**src/rtl/fetch_unit_if.sv**
```systemverilog
// Fetch stage bus bundle: instruction-memory req/ack side plus decoder valid/ready and redirect side.
// master = fetch_unit, slave = memory/decoder environment; fetch_misaligned exists only with FETCH_MISALIGN_TRAP_EN.
interface fetch_unit_if;
    logic        imem_req;
    logic [31:0] imem_addr;
    logic        ip_imem_ack;
    logic [31:0] ip_imem_rdata;
    logic [31:0] inst;
    logic [31:0] inst_pc;
    logic        inst_valid;
    logic        ip_inst_ready;
    logic        ip_redirect;
    logic [31:0] ip_redirect_pc;
`ifdef FETCH_MISALIGN_TRAP_EN
    logic        fetch_misaligned;
`endif

    modport master (
        output imem_req, imem_addr, inst, inst_pc, inst_valid,
        input  ip_imem_ack, ip_imem_rdata, ip_inst_ready, ip_redirect, ip_redirect_pc
`ifdef FETCH_MISALIGN_TRAP_EN
        , output fetch_misaligned
`endif
    );

    modport slave (
        input  imem_req, imem_addr, inst, inst_pc, inst_valid,
        output ip_imem_ack, ip_imem_rdata, ip_inst_ready, ip_redirect, ip_redirect_pc
`ifdef FETCH_MISALIGN_TRAP_EN
        , input fetch_misaligned
`endif
    );
endinterface

```
**src/rtl/fetch_unit.sv**
```systemverilog
// Instruction fetch: owns the PC, one outstanding imem req/ack, registered inst with valid/ready to decoder.
// Latency: word presented the cycle after ack; one instruction per 2 cycles with combinational ack.
// Backpressure: HOLD keeps inst stable and stops fetching until ready; FETCH_MISALIGN_TRAP_EN adds FAULT.
module fetch_unit #(
    parameter logic [31:0] RESET_PC = 32'h0000_0000
) (
    input  logic         ip_clk,
    input  logic         ip_reset_n,
    fetch_unit_if.master bus
);

    localparam logic [31:0] NOP = 32'h0000_0013;

    typedef enum logic [2:0] {
        IDLE,
        REQ,
        HOLD,
        DRAIN
`ifdef FETCH_MISALIGN_TRAP_EN
        , FAULT
`endif
    } state_t;

    state_t      state, state_nxt;
    logic [31:0] pc, pc_nxt;
    logic [31:0] drain_addr, drain_addr_nxt;
    logic [31:0] inst_q, inst_nxt;
    logic [31:0] inst_pc_q, inst_pc_nxt;
    logic        inst_vld_q, inst_vld_nxt;
    logic [31:0] target;
    logic        tgt_ok;
    logic        pc_ok;

`ifdef FETCH_MISALIGN_TRAP_EN
    localparam state_t MIS_ST = FAULT;
    assign target = bus.ip_redirect_pc;
    assign tgt_ok = (target[1:0] == 2'b00);
    assign pc_ok  = (pc[1:0] == 2'b00);
    assign bus.fetch_misaligned = (state == FAULT);
`else
    // Without the trap a misaligned target is silently rounded down to its word.
    localparam state_t MIS_ST = REQ;
    assign target = bus.ip_redirect_pc & 32'hFFFF_FFFC;
    assign tgt_ok = 1'b1;
    assign pc_ok  = 1'b1;
`endif

    always_comb begin
        state_nxt      = state;
        pc_nxt         = pc;
        drain_addr_nxt = drain_addr;
        inst_nxt       = inst_q;
        inst_pc_nxt    = inst_pc_q;
        inst_vld_nxt   = inst_vld_q;
        case (state)
            IDLE: begin
                if (bus.ip_redirect) begin
                    pc_nxt    = target;
                    state_nxt = tgt_ok ? REQ : MIS_ST;
                end else begin
                    state_nxt = REQ;
                end
            end
            REQ: begin
                if (bus.ip_redirect) begin
                    pc_nxt = target;
                    if (bus.ip_imem_ack) begin
                        state_nxt = tgt_ok ? REQ : MIS_ST;
                    end else begin
                        // Address must stay put until the memory answers.
                        drain_addr_nxt = pc;
                        state_nxt      = DRAIN;
                    end
                end else if (bus.ip_imem_ack) begin
                    inst_nxt     = bus.ip_imem_rdata;
                    inst_pc_nxt  = pc;
                    pc_nxt       = pc + 32'd4;
                    inst_vld_nxt = 1'b1;
                    state_nxt    = HOLD;
                end
            end
            HOLD: begin
                if (bus.ip_redirect) begin
                    inst_vld_nxt = 1'b0;
                    pc_nxt       = target;
                    state_nxt    = tgt_ok ? REQ : MIS_ST;
                end else if (bus.ip_inst_ready) begin
                    inst_vld_nxt = 1'b0;
                    state_nxt    = REQ;
                end
            end
            DRAIN: begin
                if (bus.ip_redirect) begin
                    pc_nxt = target;
                end
                if (bus.ip_imem_ack) begin
                    if (bus.ip_redirect) begin
                        state_nxt = tgt_ok ? REQ : MIS_ST;
                    end else begin
                        state_nxt = pc_ok ? REQ : MIS_ST;
                    end
                end
            end
`ifdef FETCH_MISALIGN_TRAP_EN
            FAULT: begin
                if (bus.ip_redirect) begin
                    pc_nxt = target;
                    if (tgt_ok) begin
                        state_nxt = REQ;
                    end
                end
            end
`endif
            default: state_nxt = IDLE;
        endcase
    end

    always_ff @(posedge ip_clk or negedge ip_reset_n) begin
        if (!ip_reset_n) begin
            state      <= IDLE;
            pc         <= RESET_PC;
            drain_addr <= RESET_PC;
            inst_q     <= NOP;
            inst_pc_q  <= 32'h0000_0000;
            inst_vld_q <= 1'b0;
        end else begin
            state      <= state_nxt;
            pc         <= pc_nxt;
            drain_addr <= drain_addr_nxt;
            inst_q     <= inst_nxt;
            inst_pc_q  <= inst_pc_nxt;
            inst_vld_q <= inst_vld_nxt;
        end
    end

    assign bus.imem_req   = (state == REQ) || (state == DRAIN);
    assign bus.imem_addr  = ((state == DRAIN) ? drain_addr : pc) & 32'hFFFF_FFFC;
    assign bus.inst       = inst_q;
    assign bus.inst_pc    = inst_pc_q;
    assign bus.inst_valid = inst_vld_q;

endmodule

```
**src/flat_wrapper.sv**
```systemverilog
// flat-port wrapper written by rule: the top's interface ports become plain ports
module fetch_unit_flat 
#(
    parameter logic [31:0] RESET_PC = 32'h0000_0000
)
  (ip_clk, ip_reset_n, bus_imem_req, bus_imem_addr, bus_inst, bus_inst_pc, bus_inst_valid, bus_ip_imem_ack, bus_ip_imem_rdata, bus_ip_inst_ready, bus_ip_redirect, bus_ip_redirect_pc);
  fetch_unit_if bus_i ();
  input  logic ip_clk;
  input  logic ip_reset_n;
  output wire logic [$bits(bus_i.imem_req)-1:0] bus_imem_req;
  output wire logic [$bits(bus_i.imem_addr)-1:0] bus_imem_addr;
  output wire logic [$bits(bus_i.inst)-1:0] bus_inst;
  output wire logic [$bits(bus_i.inst_pc)-1:0] bus_inst_pc;
  output wire logic [$bits(bus_i.inst_valid)-1:0] bus_inst_valid;
  input wire logic [$bits(bus_i.ip_imem_ack)-1:0] bus_ip_imem_ack;
  input wire logic [$bits(bus_i.ip_imem_rdata)-1:0] bus_ip_imem_rdata;
  input wire logic [$bits(bus_i.ip_inst_ready)-1:0] bus_ip_inst_ready;
  input wire logic [$bits(bus_i.ip_redirect)-1:0] bus_ip_redirect;
  input wire logic [$bits(bus_i.ip_redirect_pc)-1:0] bus_ip_redirect_pc;
  assign bus_imem_req = bus_i.imem_req;
  assign bus_imem_addr = bus_i.imem_addr;
  assign bus_inst = bus_i.inst;
  assign bus_inst_pc = bus_i.inst_pc;
  assign bus_inst_valid = bus_i.inst_valid;
  assign bus_i.ip_imem_ack = bus_ip_imem_ack;
  assign bus_i.ip_imem_rdata = bus_ip_imem_rdata;
  assign bus_i.ip_inst_ready = bus_ip_inst_ready;
  assign bus_i.ip_redirect = bus_ip_redirect;
  assign bus_i.ip_redirect_pc = bus_ip_redirect_pc;
  fetch_unit #(.RESET_PC(RESET_PC)) u_core (.ip_clk(ip_clk), .ip_reset_n(ip_reset_n), .bus(bus_i));
endmodule
```
**config.mk**
```make
export PLATFORM = sky130hd
export DESIGN_NAME = fetch_unit_flat
export DESIGN_NICKNAME = d
export VERILOG_FILES = /design/src/rtl/fetch_unit_if.sv /design/src/rtl/fetch_unit.sv /design/src/flat_wrapper.sv
export SDC_FILE = /design/constraint.sdc
export NUM_CORES = 1
export LEC_CHECK = 0
export CAP_MARGIN = 20
export CORE_MARGIN = 3
export CORE_UTILIZATION = 25
export CTS_BUF_LIST = sky130_fd_sc_hd__clkbuf_8
export DETAILED_ROUTE_END_ITERATION = 7
export GPL_ROUTABILITY_DRIVEN = 0
export PLACE_DENSITY = 0.5
export SLEW_MARGIN = 30
export SYNTH_ARGS = -nofsm -noshare
export SYNTH_HDL_FRONTEND = slang
export SYNTH_SLANG_ARGS = --single-unit
```
**constraint.sdc**
```tcl
create_clock -name ip_clk -period 3.2 [get_ports ip_clk]
set_input_delay 0.48 -clock ip_clk [delete_from_list [all_inputs] [get_ports ip_clk]]
set_output_delay 0.48 -clock ip_clk [all_outputs]
set_load 0.01 [all_outputs]
```
==> impl_metrics.sql <==
INSERT INTO impl_metrics (metric_group, metric, value, unit) VALUES
('die', 'die_y', '158', 'um'),
('routing', 'wl_per_cell', '16.4', 'um'),
('logic_synthesis', 'postSynthRegisterBits', '125', ''),
('layout', 'final_nets', '693', ''),
('routing', 'route.vias.total', '4142', ''),
('worst_setup_path', 'worst-endpoint-arrival', '2.52', 'ns'),
('global_route', 'grt-ovfl-total', '0', ''),
('layout', 'num-fill-cells', '2226', ''),
('outcome', 'status', 'complete, no violations', ''),
('timing', 'slew_viol_final', '0', ''),
('logic_synthesis', 'synth-edff-count', '0', ''),
('layout', 'flow.area_growth_from_synthesis', '39.8', '%'),
('worst_setup_path', 'crit_path_start_kind', 'flop', ''),
('die', 'design.portCount', '167', ''),
('worst_setup_path', 'setup.worst_path.start', 'u_core.state[1]$_DFFE_PN0P_', ''),
('routing', 'drtIter0Drc', '189', ''),
('layout', 'num_antenna_cells', '0', ''),
('worst_setup_path', 'worst-endpoint-required', '2.72', 'ns'),
('clock_tree', 'cts-buffers-inserted', '17', ''),
('die', 'width_of_the_die', '158', 'um'),
('routing', 'routed_via_density', '4.50', ''),
('layout', 'drive_above_1_share', '23.6', '%'),
('worst_setup_path', 'worst_r2r_startpoint', 'u_core.pc[2]$_DFFE_PN0P_', ''),
('worst_setup_path', 'timing.critical_path.fanout_max', '10', ''),
('routing', 'post-route-drc-count', '0', ''),
('clock_tree', 'clock_sink_count', '125', ''),
('logic_synthesis', 'yosysWarningCount', '0', ''),
('routing', 'number_of_antenna_violating_nets_in_the_routed_design', '0', ''),
('logic_synthesis', 'synth.area.top_cells', 'dfrtp_1 53%, mux2_2 17%, mux2_1 7.2%', ''),
('clock_tree', 'tritoncts_clock_tree', 'built', ''),
('logic_synthesis', 'synth_flop_cell', 'dfrtp_1', ''),
('timing', 'timing.fmax', '333', 'MHz'),
('placed_design', 'dp_hpwl', '10900', 'um'),
('clock_tree', 'clock_slew_at_the_register_clock_pins_of_the_worst_setup_and_hold_paths', '0.07', 'ns'),
('power', 'pwr_density_cell', '660', 'nW/um2'),
('global_route', 'met2_usage', '19.9', '%'),
('timing', 'report.final.hold_viol_count', '0', ''),
('logic_synthesis', 'synth_cell_type_count', '46', ''),
('logic_synthesis', 'yosys.area.top_type', 'dfrtp_1', ''),
('worst_setup_path', 'critPathMaxStageDelay', '0.49', 'ns'),
('timing', 'timing_worst_slew_pin_value', '0.581', 'ns'),
('die', 'core_area', '22700', 'um2'),
('power', 'cellLeakagePower', '3.24', 'nW'),
('logic_synthesis', 'yosysSeqAreaShare', '54.0', '%'),
('clock_tree', 'clock_tree.htree_level_count', '4', ''),
('die', 'initial_cell_density_of_the_core', '25.5', '%'),
('timing', 'setup-violations-final', '0', ''),
('worst_setup_path', 'crit_path_end_kind', 'output pin', ''),
('global_route', 'global_route.peak_usage_layer', 'met2', ''),
('global_route', 'globalRouteTotalUtil', '12.4', '%'),
('logic_synthesis', 'synth.avg_cell_area', '12.6', 'um2'),
('placed_design', 'port_buffers', '160', ''),
('timing', 'clock_skew', '0.00921', 'ns'),
('clock_tree', 'clock_tree.buffer_depth', '2', ''),
('worst_setup_path', 'crit_slowest_cell', 'clkdlybuf4s50_1', ''),
('timing', 'final.min_clock_period', '3.00', 'ns'),
('layout', 'finalCoreUtilization', '35.7', '%'),
('min_path', 'start_point_of_the_worst_min_delay_path', 'bus_ip_redirect', ''),
('flow_run', 'timing.max_cap.violations', '0', ''),
('worst_setup_path', 'cells_traversed_along_the_worst_timing_path', 'nand2_1 > buf_4 > mux2_2 > clkdlybuf4s50_1', ''),
('global_route', 'use_met1', '15.5', '%'),
('power', 'ir_worst_vdd', '0.000255', 'V'),
('timing', 'post-route-period-util', '93.8', '%'),
('timing', 'setup_tns', '0', 'ns'),
('logic_synthesis', 'synthCells', '462', ''),
('global_route', 'grt_pass1_vias', '4408', ''),
('global_route', 'grt_start_max_net_pins', '68', ''),
('routing', 'drt-total-wl', '15100', 'um'),
('logic_synthesis', 'cell_area_synth', '5800', 'um2'),
('logic_synthesis', 'ys_async_sr_fraction', '100', '%'),
('die', 'dieArea', '25100', 'um2');
==> synthesized netlist by cell type (all sizes together), types with 2 or more instances <==
| cell | number |
|---|---|
| mux2 | 123 |
| dfrtp | 122 |
| nand2 | 41 |
| o21ai | 27 |
| buf | 23 |
| xnor2 | 15 |
| nand3 | 13 |
| a21oi | 12 |
| clkbuf | 10 |
| inv | 8 |
| nor2 | 8 |
| nand4 | 7 |
| nor3 | 7 |
| nor4 | 7 |
| and3 | 5 |
| and4 | 5 |
| xor2 | 5 |
| dfstp | 3 |
| nand2b | 2 |
| nor2b | 2 |
| nor4b | 2 |
==> cell families after synthesis <==
kind of cell | Yosys count | synth area share, %
buffers and inverters | 41 | 3.67
xor gates and xnor gates | 20 | 3.02
and+or+nand+nor | 103 | 10.6
muxes | 124 | 24.1
AOI/OAI and AO/OA | 47 | 4.42
adders and majority gates | 1 | 0.216
DFF | 125 | 54.0
other | 1 | 0.0646
==> through the flow <==
stage	hold slack [ns]	std cells	setup slack [ns]	area (um2)
2_1_floorplan	0.184	465	1.46	5810
3_3_place_gp	0.465	888	0.624	7700
3_5_place_dp	0.472	888	0.623	7700
4_1_cts	0.389	921	0.103	8110
5_1_grt	0.426	921	0.0257	8110
6_report	0.425	921	0.197	8110
==> routing by layer <==
metal / share of wire [%] / wire, um / vias up
li1: - / - / 1946
met1: 43 / 6520 / 2050
met2: 48 / 7260 / 128
met3: 7.7 / 1170 / 16
met4: 1.2 / 179 / 2
met5: 0.046 / 7 / -
==> layout make-up <==
type	instances	area, um2	area share, %
repair buffers	172	1720	21.2
inverters	8	30.0	0.370
clock buffers	18	248	3.06
clock inverters	14	145	1.79
multi-input cells	299	2480	30.6
well taps	285	357	4.40
flip-flops and latches	125	3130	38.6
==> critical path, delay by kind of cell, from the launching register on <==
family | cells | cell delay [ns]
multiplexers | 1 | 0.36
flip-flops | 1 | 0.46
AND/OR/NAND/NOR | 1 | 0.48
buffers and inverters | 2 | 0.78
==> final timing paths <==
| check | endpoint | slack, ns | cells after the start |
|---|---|---|---|
| max in group asynchronous | u_core.bus.inst[0]$_DFFE_PN1P_ | 1.78 | 3 |
| setup reg to reg | u_core.pc[28]$_DFFE_PN0P_ | 1.18 | 6 |
| hold / removal | u_core.pc[17]$_DFFE_PN0P_ | 0.43 | 3 |
| hold reg to reg | u_core.bus.inst[16]$_DFFE_PN0P_ | 0.49 | 1 |
| min in group asynchronous | u_core.pc[30]$_DFFE_PN0P_ | 0.58 | 2 |
| setup / recovery | bus_imem_addr[20] | 0.20 | 4 |
==> report_power, final <==
group / switching, mW / internal (mW)
registers: 0.265 / 2.01
clock network: 0.678 / 0.711
logic: 0.630 / 1.06
==> layout by cell type, fill, tap and decap left out, drive strengths merged, types with 7 or more instances in the layout <==
master	Yosys	layout
clkdlybuf4s50	0	158
mux2	123	123
dfrtp	122	122
nand2	41	41
o21ai	27	27
clkbuf	10	18
xnor2	15	15
nand3	13	13
buf	23	13
a21oi	12	12
inv	8	9
nor2	8	8
nor4	7	7
nor3	7	7
nand4	7	7
clkinv	0	7
==> state kept, by name (all words and copies together) (netlist names) <==
signal,cells
u_core.bus.inst_pc,30
u_core.pc,30
u_core.bus.inst,32
u_core.bus.inst_valid,1
u_core.state,2
u_core.drain_addr,30
(Power assumes the default switching activity.)
==> patch 1: new RTL, same settings <==
Encoding of `state_t`: now one-hot (4 bits for 4 states).
--- a/src/rtl/fetch_unit.sv
+++ b/src/rtl/fetch_unit.sv
@@ -11,11 +11,11 @@
 
     localparam logic [31:0] NOP = 32'h0000_0013;
 
-    typedef enum logic [2:0] {
-        IDLE,
-        REQ,
-        HOLD,
-        DRAIN
+    typedef enum logic [3:0] {
+        IDLE  = 4'b0001,
+        REQ   = 4'b0010,
+        HOLD  = 4'b0100,
+        DRAIN = 4'b1000
 `ifdef FETCH_MISALIGN_TRAP_EN
         , FAULT
 `endif
Function: same outputs for any inputs over 4 cycles, from zero or initial values and one cycle with ip_reset_n low; so few cycles prove little.
==> patch 1 against the unedited design <==
Non-clock buffer count stayed put; wire length is 12% higher; synthesized area is 3.8% higher; sequential cell count is 2 higher; utilization hardly changed; final area is 3.7% higher; worst setup slack better by 0.0030 ns.
Power is not compared: it rests on default switching activity, and its combinational part moved more than twofold at a synthesized area within 25%.
==> patch 1: results (changes against the unedited design) <==
metric,value,unit,change
nClkBuffers,18,,unchanged
clock-sinks,127,,was 125
clock_area_share,4.59,%,was 4.85%
wl_met2,7.98,mm,was 7.26 mm
met1_length,7.60,mm,was 6.52 mm
met3_usage,3.77,%,was 4.89%
fill_cells,2383,,was 2226
antenna_found_initial,0,,was 1
fin_worst_skew,0.0127,ns,was 0.00921 ns
highest_layer,met4,,was met5
largest_register_ffs,32,,unchanged
multiInputCombCellCount,359,,was 299
coreArea,23500,sq um,was 22700 sq um
outcome,finished clean,,unchanged
powerComb,0.00371,W,
muxShareOfSynthArea,19.8,%,was 24.1%
vias,4785,,was 4142
grt_usage,13.3,%,was 12.4%
place_area,8010,sq um,was 7700 sq um
slew_headroom,40.1,%,was 61.2%
yosys-top-cells-count,"123 x dfrtp_1, 105 x mux2_2, 46 x o21ai_0",,"was 122 x dfrtp_1, 86 x mux2_2, 41 x nand2_1"
dp.cells,987,,was 888
grt_pass1_vias,4998,,was 4408
post_drt_wl_per_cell,16.6,microns,was 16.4 microns
crit_fanout,27,,was 10
regArea,3180,sq um,was 3130 sq um
use_met2,21.2,%,was 19.9%
synth-compound-area-share,12.6,%,was 4.42%
met3_length,1.02,mm,was 1.17 mm
hp-class,reg2reg,,was in2reg
multiInputGateArea,2650,sq um,was 2480 sq um
dpl.hpwl,11.8,mm,was 10.9 mm
grt_start_max_net_pins,72,,was 68
dpl_worst_slack,0.581,ns,was 0.623 ns
sh_seq_area,37.9,%,was 38.6%
yosysSeqAreaShare,52.9,%,was 54.0%
grt_pass1_wl,27.2,mm,was 24.1 mm
yosysUniqueCellTypes,58,,was 46
grtUsageMet1,17.6,%,was 15.5%
buf_share,20.8,%,was 21.2%
inv_count,11,,was 8
syn_avg_cell_area,11.3,sq um,was 12.6 sq um
synth_xor_area_share,0.146,%,was 3.02%
drive_above_1_share,23.0,%,was 23.6%
vias_per_cell,4.69,,was 4.50
synthAdderAreaFrac,0.208,%,was 0.216%
drtIter0Drc,333,,was 189
postSynth.asyncResetShare,100,%,unchanged
max_stage_delay,0.51,ns,was 0.49 ns
finalNetCount,758,,was 693
cp_slowest_cell,clkdlybuf4s50_1,,unchanged
synth.area.top_cells,"dfrtp_1 51%, mux2_2 20%, o21ai_0 3.8%",,"was dfrtp_1 53%, mux2_2 17%, mux2_1 7.2%"
-- patch 1: cell count changes in the layout (fill, tap and decap cells not counted), sizes merged, moves of 8 or more --
| cell | delta |
|---|---|
| a21oi | +30 |
| o21ai | +19 |
| mux2 | -18 |
| xnor2 | -15 |
| nor2 | +10 |
| inv | +8 |
-- patch 1: path summary, 6_finish.rpt --
| path | endpoint | start | slack [ns] | cells after the start |
|---|---|---|---|---|
| setup / recovery | bus_imem_addr[3] | u_core.state[1] | 0.20 | 4 |
| hold / removal | u_core.drain_addr[21] | u_core.drain_addr[21] | 0.49 | 2 |
| setup reg to reg | u_core.pc[21] | u_core.state[1] | 0.63 | 6 |
| hold reg to reg | u_core.drain_addr[21] | u_core.drain_addr[21] | 0.49 | 2 |
| max in group asynchronous | u_core.state[0] | ip_reset_n | 1.76 | 3 |
| min in group asynchronous | u_core.bus.inst_pc[9] | ip_reset_n | 0.56 | 2 |
==> patch 2: new RTL, same flow settings <==
Without the edit above. Reset style: synchronous (`ip_reset_n`), changed in one clocked block.
--- a/src/rtl/fetch_unit.sv
+++ b/src/rtl/fetch_unit.sv
@@ -115,7 +115,7 @@
         endcase
     end
 
-    always_ff @(posedge ip_clk or negedge ip_reset_n) begin
+    always_ff @(posedge ip_clk) begin
         if (!ip_reset_n) begin
             state      <= IDLE;
             pc         <= RESET_PC;
Formal check against the unedited RTL: differs if ip_reset_n is asserted again (counterexample within 4 cycles, from zero or initial values and one cycle with ip_reset_n low); with ip_reset_n held inactive, the same outputs for 4 cycles.
==> patch 2 against the unedited design <==
Wire length is 19% higher; synthesized area shrank 1.2%; sequential cell count unchanged; via count is 22% higher; critical path depth is the same; final area down 2.2%; sequential share of layout area is 7.1 points lower; hold slack improved by 0.036 ns; worst setup slack better by 0.052 ns; synthesized cell count grew 47%; highest routed layer is now met4.
Power is not compared: it rests on default switching activity, and its combinational part moved more than twofold at a synthesized area within 25%.
==> patch 2: results (changes against the unedited design) <==
metric,value,unit,change
outcome,finished clean,,unchanged
postSynth.asyncResetShare,0,%,was 100%
use_met2,22.9,%,was 19.9%
ir_drop,231,uV,
fill_cells,2307,,was 2226
dpl_worst_slack,0.423,ns,was 0.623 ns
dp.cells,1076,,was 888
startpoint,u_core.state[1],,unchanged
finalNetCount,885,,was 693
met3_usage,3.77,%,was 4.89%
final.period_utilization,92.2,%,was 93.8%
yosys-top-cells-count,"203 x nand2_1, 125 x dfxtp_1, 91 x a21boi_0",,"was 122 x dfrtp_1, 86 x mux2_2, 41 x nand2_1"
antenna_found_initial,0,,was 1
rrSetupSlack,1.11,ns,was 1.18 ns
cp_data_arrival_time,2.47,ns,was 2.52 ns
ys.warnings.count,0,,unchanged
drive_above_1_share,10.8,%,was 23.6%
cts.reportedPaths.clkPinSlew,0.07,ns,about the same
grtUsageMet1,19.5,%,was 15.5%
n_antenna_cell,0,,unchanged
syn_avg_cell_area,8.42,sq um,was 12.6 sq um
cts_setup_buffers,0,,unchanged
clk_path_buf_depth,2,,unchanged
cts_made_buffers,17,,unchanged
grt_pass1_vias,4978,,was 4408
hp-class,reg2reg,,was in2reg
grt_start_max_net_pins,52,,was 68
htreeDepth,4,,unchanged
clock_latency,0.45,ns,
crit_fanout,20,,was 10
hold_path_startpoint,u_core.bus.inst[2],,was bus_ip_redirect
fin_util,35.8,%,was 35.7%
reg2reg_depth,6,,unchanged
max_cap_viol_count,0,,unchanged
synth.area.top_cells,"dfxtp_1 44%, nand2_1 13%, a21boi_0 12%",,"was dfrtp_1 53%, mux2_2 17%, mux2_1 7.2%"
wirelength,18.0,mm,was 15.1 mm
grt_usage,14.5,%,was 12.4%
grt_pass1_wl,27.9,mm,was 24.1 mm
cts_root_buffer,clkbuf_8,,unchanged
slew_headroom,59.5,%,was 61.2%
r2r-start,u_core.pc[2],,unchanged
cp-start-kind,register,,unchanged
place_area,7560,sq um,was 7700 sq um
vias,5053,,was 4142
fin_worst_skew,0.00942,ns,was 0.00921 ns
leakage,2.72,nW,
yosysUniqueCellTypes,57,,was 46
portBuffers,160,,unchanged
cts_resized,0,,unchanged
dpl.hpwl,12.3,mm,was 10.9 mm
largest_register_ffs,32,,unchanged
yosysSeqAreaShare,43.7,%,was 54.0%
drtIter0Drc,184,,was 189
holdPathStages,2,,was 3
drc_errors,0,,unchanged
vias_per_cell,4.57,,was 4.50
[patch 2: report_power, final]
part           total, W  switching (W)  internal (W)
sequential      0.00168      0.0000712       0.00161
clock           0.00133       0.000633      0.000699
combinational  0.000464       0.000207      0.000257
[patch 2: worst paths after layout]
path	to
setup reg to reg	u_core.pc[16]
setup / recovery	bus_imem_addr[12]
hold reg to reg	u_core.bus.inst[2]
hold / removal	u_core.bus.inst[2]
[patch 2: logic make-up (layout without fill, tap and decap cells)]
logic type	after synthesis	count (layout)	synth area share, %
adder cells (fa/ha/maj)	1	1	0.218
flip-flops	125	125	43.7
multiplexers	33	33	6.42
AND/OR/NAND/NOR	289	289	23.1
XOR/XNOR	20	20	3.06
buffers and inverters	65	207	5.48
AO/OA/AOI/OAI	147	147	18.0
other	1	4	0.0654
[patch 2: final cells by class]
type | count | share of cell area [%]
tap | 280 | 4.42
sequential | 125 | 31.6
clock buffer | 22 | 3.82
clock inverter | 8 | 0.852
multi-input combinational | 494 | 37.1
timing repair buffer | 173 | 22.0
inverter | 4 | 0.189
[patch 2: critical path, cell delays in order, from the launching register on]
cell and delay, ns:
dfxtp_1 0.46, nand2_1 0.42, buf_12 0.32, mux2_2 0.26
clkdlybuf4s50_1 0.53
[patch 2: routing by layer]
layer | routed length (microns) | vias up
li1 | - | 2557
met5 | 0 | -
met3 | 1110 | 17
met4 | 229 | 0
met1 | 8700 | 2342
met2 | 7950 | 137
[patch 2: through the flow]
| stage | hold slack, ns | power, W |
|---|---|---|
| 2_1_floorplan | 0.441 | 0.00193 |
| 3_3_place_gp | 0.447 | 0.00219 |
| 3_5_place_dp | 0.455 | 0.00219 |
| 4_1_cts | 0.465 | 0.00354 |
| 5_1_grt | 0.480 | 0.00365 |
| 6_report | 0.461 | 0.00348 |
